[src/rtl/alu_driver.sv]
// rtl/alu_driver.sv - request/response driver for a combinational ALU with settle-delay capture
// Accepts one operation at a time, drives the ALU, captures after SETTLE_CYCLES and holds the response.
module alu_driver #(
  parameter int unsigned SETTLE_CYCLES = 1
) (
  input  logic       clk,
  input  logic       rst,
  input  logic       req_valid,
  output logic       req_ready,
  input  logic       req_a,
  input  logic       req_b,
  input  logic [3:0] req_code,
  input  logic       req_chk,
  input  logic [3:0] req_exp,
  output logic       alu_a,
  output logic       alu_b,
  output logic [3:0] alu_code,
  input  logic [3:0] alu_ans,
  output logic       rsp_valid,
  input  logic       rsp_ready,
  output logic [3:0] rsp_ans,
  output logic [3:0] rsp_code,
  output logic       rsp_mismatch,
  output logic       busy,
  output logic [7:0] txn_count,
  output logic [7:0] err_count
);

  localparam logic [1:0] ST_IDLE   = 2'd0;
  localparam logic [1:0] ST_SETTLE = 2'd1;
  localparam logic [1:0] ST_RESP   = 2'd2;

  // Out-of-range settings are clamped so the counter can never start at zero.
  localparam int unsigned SETTLE_EFF =
    (SETTLE_CYCLES < 1) ? 1 : ((SETTLE_CYCLES > 15) ? 15 : SETTLE_CYCLES);
  localparam logic [3:0] SETTLE_LOAD = 4'(SETTLE_EFF);

  logic [1:0] r_state;
  logic [3:0] r_cnt;
  logic       r_chk;
  logic [3:0] r_exp;
  logic       r_alu_a;
  logic       r_alu_b;
  logic [3:0] r_alu_code;
  logic [3:0] r_rsp_ans;
  logic [3:0] r_rsp_code;
  logic       r_rsp_mm;
  logic [7:0] r_txn;
  logic [7:0] r_err;

  logic w_req_ready;
  logic w_accept;
  logic w_capture;
  logic w_rsp_done;
  logic w_mismatch;

  assign w_req_ready = (r_state == ST_IDLE) && !rst;
  assign w_accept    = req_valid && w_req_ready;
  // Treating a zero count as "last cycle" keeps SETTLE from ever stalling.
  assign w_capture   = (r_state == ST_SETTLE) && (r_cnt <= 4'd1);
  assign w_rsp_done  = (r_state == ST_RESP) && rsp_ready;
  assign w_mismatch  = r_chk && (alu_ans != r_exp);

  always_ff @(posedge clk) begin
    if (rst) begin
      r_state    <= ST_IDLE;
      r_cnt      <= 4'd0;
      r_chk      <= 1'b0;
      r_exp      <= 4'd0;
      r_alu_a    <= 1'b0;
      r_alu_b    <= 1'b0;
      r_alu_code <= 4'd0;
      r_rsp_ans  <= 4'd0;
      r_rsp_code <= 4'd0;
      r_rsp_mm   <= 1'b0;
      r_txn      <= 8'd0;
      r_err      <= 8'd0;
    end else begin
      case (r_state)
        ST_IDLE: begin
          if (w_accept) begin
            r_alu_a    <= req_a;
            r_alu_b    <= req_b;
            r_alu_code <= req_code;
            r_chk      <= req_chk;
            r_exp      <= req_exp;
            r_cnt      <= SETTLE_LOAD;
            r_state    <= ST_SETTLE;
          end
        end
        ST_SETTLE: begin
          r_cnt <= r_cnt - 4'd1;
          if (w_capture) begin
            r_cnt      <= 4'd0;
            r_rsp_ans  <= alu_ans;
            r_rsp_code <= r_alu_code;
            r_rsp_mm   <= w_mismatch;
            r_state    <= ST_RESP;
          end
        end
        ST_RESP: begin
          if (w_rsp_done) begin
            r_txn <= r_txn + 8'd1;
            if (r_rsp_mm && (r_err != 8'hff)) begin
              r_err <= r_err + 8'd1;
            end
            r_state <= ST_IDLE;
          end
        end
        default: begin
          r_state <= ST_IDLE;
        end
      endcase
    end
  end

  assign req_ready    = w_req_ready;
  assign alu_a        = r_alu_a;
  assign alu_b        = r_alu_b;
  assign alu_code     = r_alu_code;
  assign rsp_valid    = (r_state == ST_RESP);
  assign rsp_ans      = r_rsp_ans;
  assign rsp_code     = r_rsp_code;
  assign rsp_mismatch = r_rsp_mm;
  assign busy         = (r_state != ST_IDLE);
  assign txn_count    = r_txn;
  assign err_count    = r_err;

endmodule

[config.mk]
export PLATFORM = sky130hd
export DESIGN_NAME = alu_driver
export DESIGN_NICKNAME = d
export VERILOG_FILES = /design/src/rtl/alu_driver.sv
export SDC_FILE = /design/constraint.sdc
export NUM_CORES = 1
export LEC_CHECK = 0
export ABC_AREA = 1
export BUFFER_PORTS_ARGS = -buffer_cell sky130_fd_sc_hd__buf_2
export CAP_MARGIN = 40
export CORE_AREA = 2 2 62 64
export CTS_BUF_LIST = sky130_fd_sc_hd__clkbuf_4
export DETAILED_ROUTE_END_ITERATION = 6
export DIE_AREA = 0 0 64 66
export PLACE_DENSITY = 0.91
export SYNTH_ARGS = -nofsm -noshare
export SYNTH_HDL_FRONTEND = slang
export SYNTH_SLANG_ARGS = --single-unit
[constraint.sdc]
create_clock -name clk -period 2 [get_ports clk]
set_input_delay 0.2 -clock clk [delete_from_list [all_inputs] [get_ports clk]]
set_output_delay 0.2 -clock clk [all_outputs]
set_load 0.01 [all_outputs]
==> results.py <==
metrics = {
    "clock_network": {
        "clk_latency_ns": 0.36,
        "cts_setup_buffers": 0,
        "h-tree-depth": 2,
        "root_buffer": "clkbuf_4",
        "clock_path_buffers": 2,
        "cts_buffers": 5,
        "cts_tree": "yes",
        "cts.sinks": 42,
        "clk_pin_slew_worst_paths_ns": 0.12,
        "cts_resized": 0,
        "cts_hold_buf": 0,
    },
    "detailed_routing": {
        "vias_per_cell": 5.03,
        "drtIter0Drc": 114,
        "via_count": 1913,
        "wirelength_microns": 4270,
        "final_antenna_net_count": 0,
        "drc": 0,
        "wl_per_cell_microns": 11.2,
        "drtPass1Iterations": 4,
    },
    "worst_setup_path": {
        "arrival_ns": 1.83,
        "crit_fanout": 13,
        "reg2regPathDepth": 9,
        "crit_path_end": "r_cnt[3]$_SDFFE_PP0P_",
        "timing.rr.end": "r_cnt[3]$_SDFFE_PP0P_",
        "crit_type": "reg2reg",
        "r2r_start": "r_cnt[0]$_SDFFE_PP0P_",
        "critPathLaunch": "r_cnt[0]$_SDFFE_PP0P_",
        "reg2reg_setup_slack_ns": 0.47,
        "required_ns": 2.30,
        "start_kind": "flip-flop",
        "cp-end-kind": "flip-flop",
    },
    "min_path": {
        "min_from": "req_exp[0]",
        "whs_path_depth": 3,
        "hold_class": "in2reg",
    },
    "status": {
        "status": "complete, no violations",
    },
    "logic_synthesis": {
        "synth_mux_area_frac": 0,
        "yosys.area_share.simple": 0.353,
        "syn_inst": 277,
        "netlist_area_sq_um": 1980,
        "syn-num-nets": 300,
        "seq_area_frac_synth": 0.425,
        "syn_area_per_cell_sq_um": 7.15,
        "synth_fa_ha_area_frac": 0.0253,
        "ys_ff_latch": 42,
        "synth_top_family_by_area": "simple AND/OR/NAND/NOR gates",
        "synth_compound_area_frac": 0.0872,
        "yosys_warnings": 0,
        "ys_types": 25,
        "synth-xor-area-share": 0.0310,
    },
    "sta": {
        "fin_skew_ns": 0.0112,
        "fin_crit_sh": 0.767,
        "slew_headroom": 0.780,
        "fmax_ghz": 0.652,
        "setup_viol": 0,
        "rsz0062_at_grt": "false",
        "worst_slew_pin_slew_ns": 0.330,
        "finalMaxSlewViolations": 0,
        "fin_tns_setup_ns": 0,
        "fin_crit_ns": 1.53,
        "finalHoldViolCount": 0,
    },
    "global_route": {
        "grtUsageMet1": 0.248,
        "globalRoute.busiestLayer": "met2",
        "use_met2": 0.389,
        "grt_max_degree": 27,
        "grt_use_total": 0.222,
        "grt_antenna_before_repair": 0,
        "grt_pass1_vias": 1772,
        "grt_pass1_wl_microns": 7390,
        "overflow": 0,
        "use_met3": 0.0613,
    },
    "floorplanning": {
        "start_util": 0.557,
        "fp.dieH_microns": 66,
        "ios": 53,
        "die-area_sq_um": 4220,
        "chipWidth_microns": 64,
        "row_count": 22,
        "coreArea_sq_um": 3550,
    },
    "power_and_ir_drop": {
        "power.density_nw_per_um2": 752,
        "ir_worst_vdd_mv": 0.568,
        "power_mw": 1.75,
        "power_leakage_nw": 1.13,
    },
    "finish": {
        "drive_above_1_share": 0.241,
        "num_antenna_cells": 0,
        "fillers": 318,
        "layout.nets": 354,
        "area_growth_pct": 17.4,
        "seqCellArea_sq_um": 841,
        "multi_input_area_sq_um": 983,
        "finish.utilization": 0.654,
    },
    "run": {
        "drv_cap": 0,
    },
    "placement": {
        "io_buffer_count": 52,
        "routabilityCongestion": 0.807,
        "dp_hpwl_microns": 3150,
    },
}
==> cell usage in the layout, fill, tap and decap left out, types with 2 or more instances in the layout <==
cell and count:
a21oi_1 14, a21oi_2 5, buf_2 52, buf_4 2, clkbuf_4 5, clkinv_1 3, dfxtp_1 42, ha_1 4
inv_1 26, inv_2 3, nand2_1 89, nand2_2 2, nand3_1 27, nand3_2 2, nor2_1 29, nor2_2 3
o21ai_0 8, xor2_1 7
==> synth_stat cells <==
master,number,share of area
a21oi_1,14,0.035
a21oi_2,5,0.022
buf_2,5,0.013
buf_4,2,0.0076
dfxtp_1,42,0.42
ha_1,4,0.025
inv_1,26,0.049
inv_2,3,0.0057
inv_4,1,0.0032
nand2_1,89,0.17
nand2_2,2,0.0063
nand2_4,1,0.0057
nand3_1,27,0.068
nand3_2,2,0.010
nand3_4,1,0.0089
nand4_1,1,0.0032
nor2_1,29,0.055
nor2_2,3,0.0095
nor2_8,1,0.010
nor3_1,1,0.0025
nor3_2,1,0.0051
o21a_1,1,0.0038
o21ai_0,8,0.020
o21bai_2,1,0.0057
xor2_1,7,0.031
==> sequential cells by signal, indices dropped and copies added (netlist names) <==
name	cells
rsp_code	4
r_chk	1
alu_b	1
rsp_ans	4
txn_count	8
r_cnt	4
rsp_mismatch	1
alu_a	1
err_count	8
r_exp	4
r_state	2
alu_code	4
==> per-stage QoR <==
stage	worst slack [ns]	hold slack, ns	instances	cell area, sq um
floorplan	0.712	0.303	277	1980
global placement	0.562	0.394	372	2270
detailed placement	0.493	0.398	372	2270
CTS	0.451	0.0232	380	2320
global route	0.252	0.0209	380	2320
finish	0.466	0.0298	380	2320
==> worst max-delay path, cell delays in order (launching register included) <==
cell and delay, ns:
dfxtp_1 0.41, inv_1 0.08, ha_1 0.23, inv_1 0.06, nand2_1 0.07, nand3_2 0.25
nand2_1 0.11, nor2_1 0.13, nand2_1 0.07, nor2_1 0.08
==> per-layer routing <==
metal,up-vias,routed length (microns)
met3,9,271
met1,873,1800
met2,54,2110
met5,-,0
met4,0,82
li1,977,-
==> how the worst min path moves through the flow <==
stage	end	slack [ns]
final	r_exp[0]$_SDFFE_PP0P_	0.03
after global routing	r_exp[2]$_SDFFE_PP0P_	0.02
after CTS	r_exp[0]$_SDFFE_PP0P_	0.02
after detailed placement	r_exp[0]$_SDFFE_PP0P_	0.40
after global placement	alu_code[3]$_SDFFE_PP0P_	0.39
after floorplan	rsp_ans[0]$_SDFFE_PP0P_	0.30
==> kinds of logic after synthesis <==
group | Yosys count
DFF | 42
buffers and inverters | 37
AOI/OAI and AO/OA | 29
xor gates and xnor gates | 7
and+or+nand+nor | 158
adders and majority gates | 4
==> where the power goes <==
group          switching, mW  internal (mW)
Sequential            0.0560          0.910
Combinational          0.247          0.137
Clock                  0.270          0.126
Total                  0.573           1.17
==> final cells by class <==
type	count	share of cell area
Clock buffer	5	0.0162
Clock inverter	3	0.00485
Inverter	30	0.0495
Multi-Input combinational cell	198	0.423
Sequential cell	42	0.362
Tap cell	48	0.0258
Timing Repair Buffer	54	0.118
(Power assumes the default switching activity.)
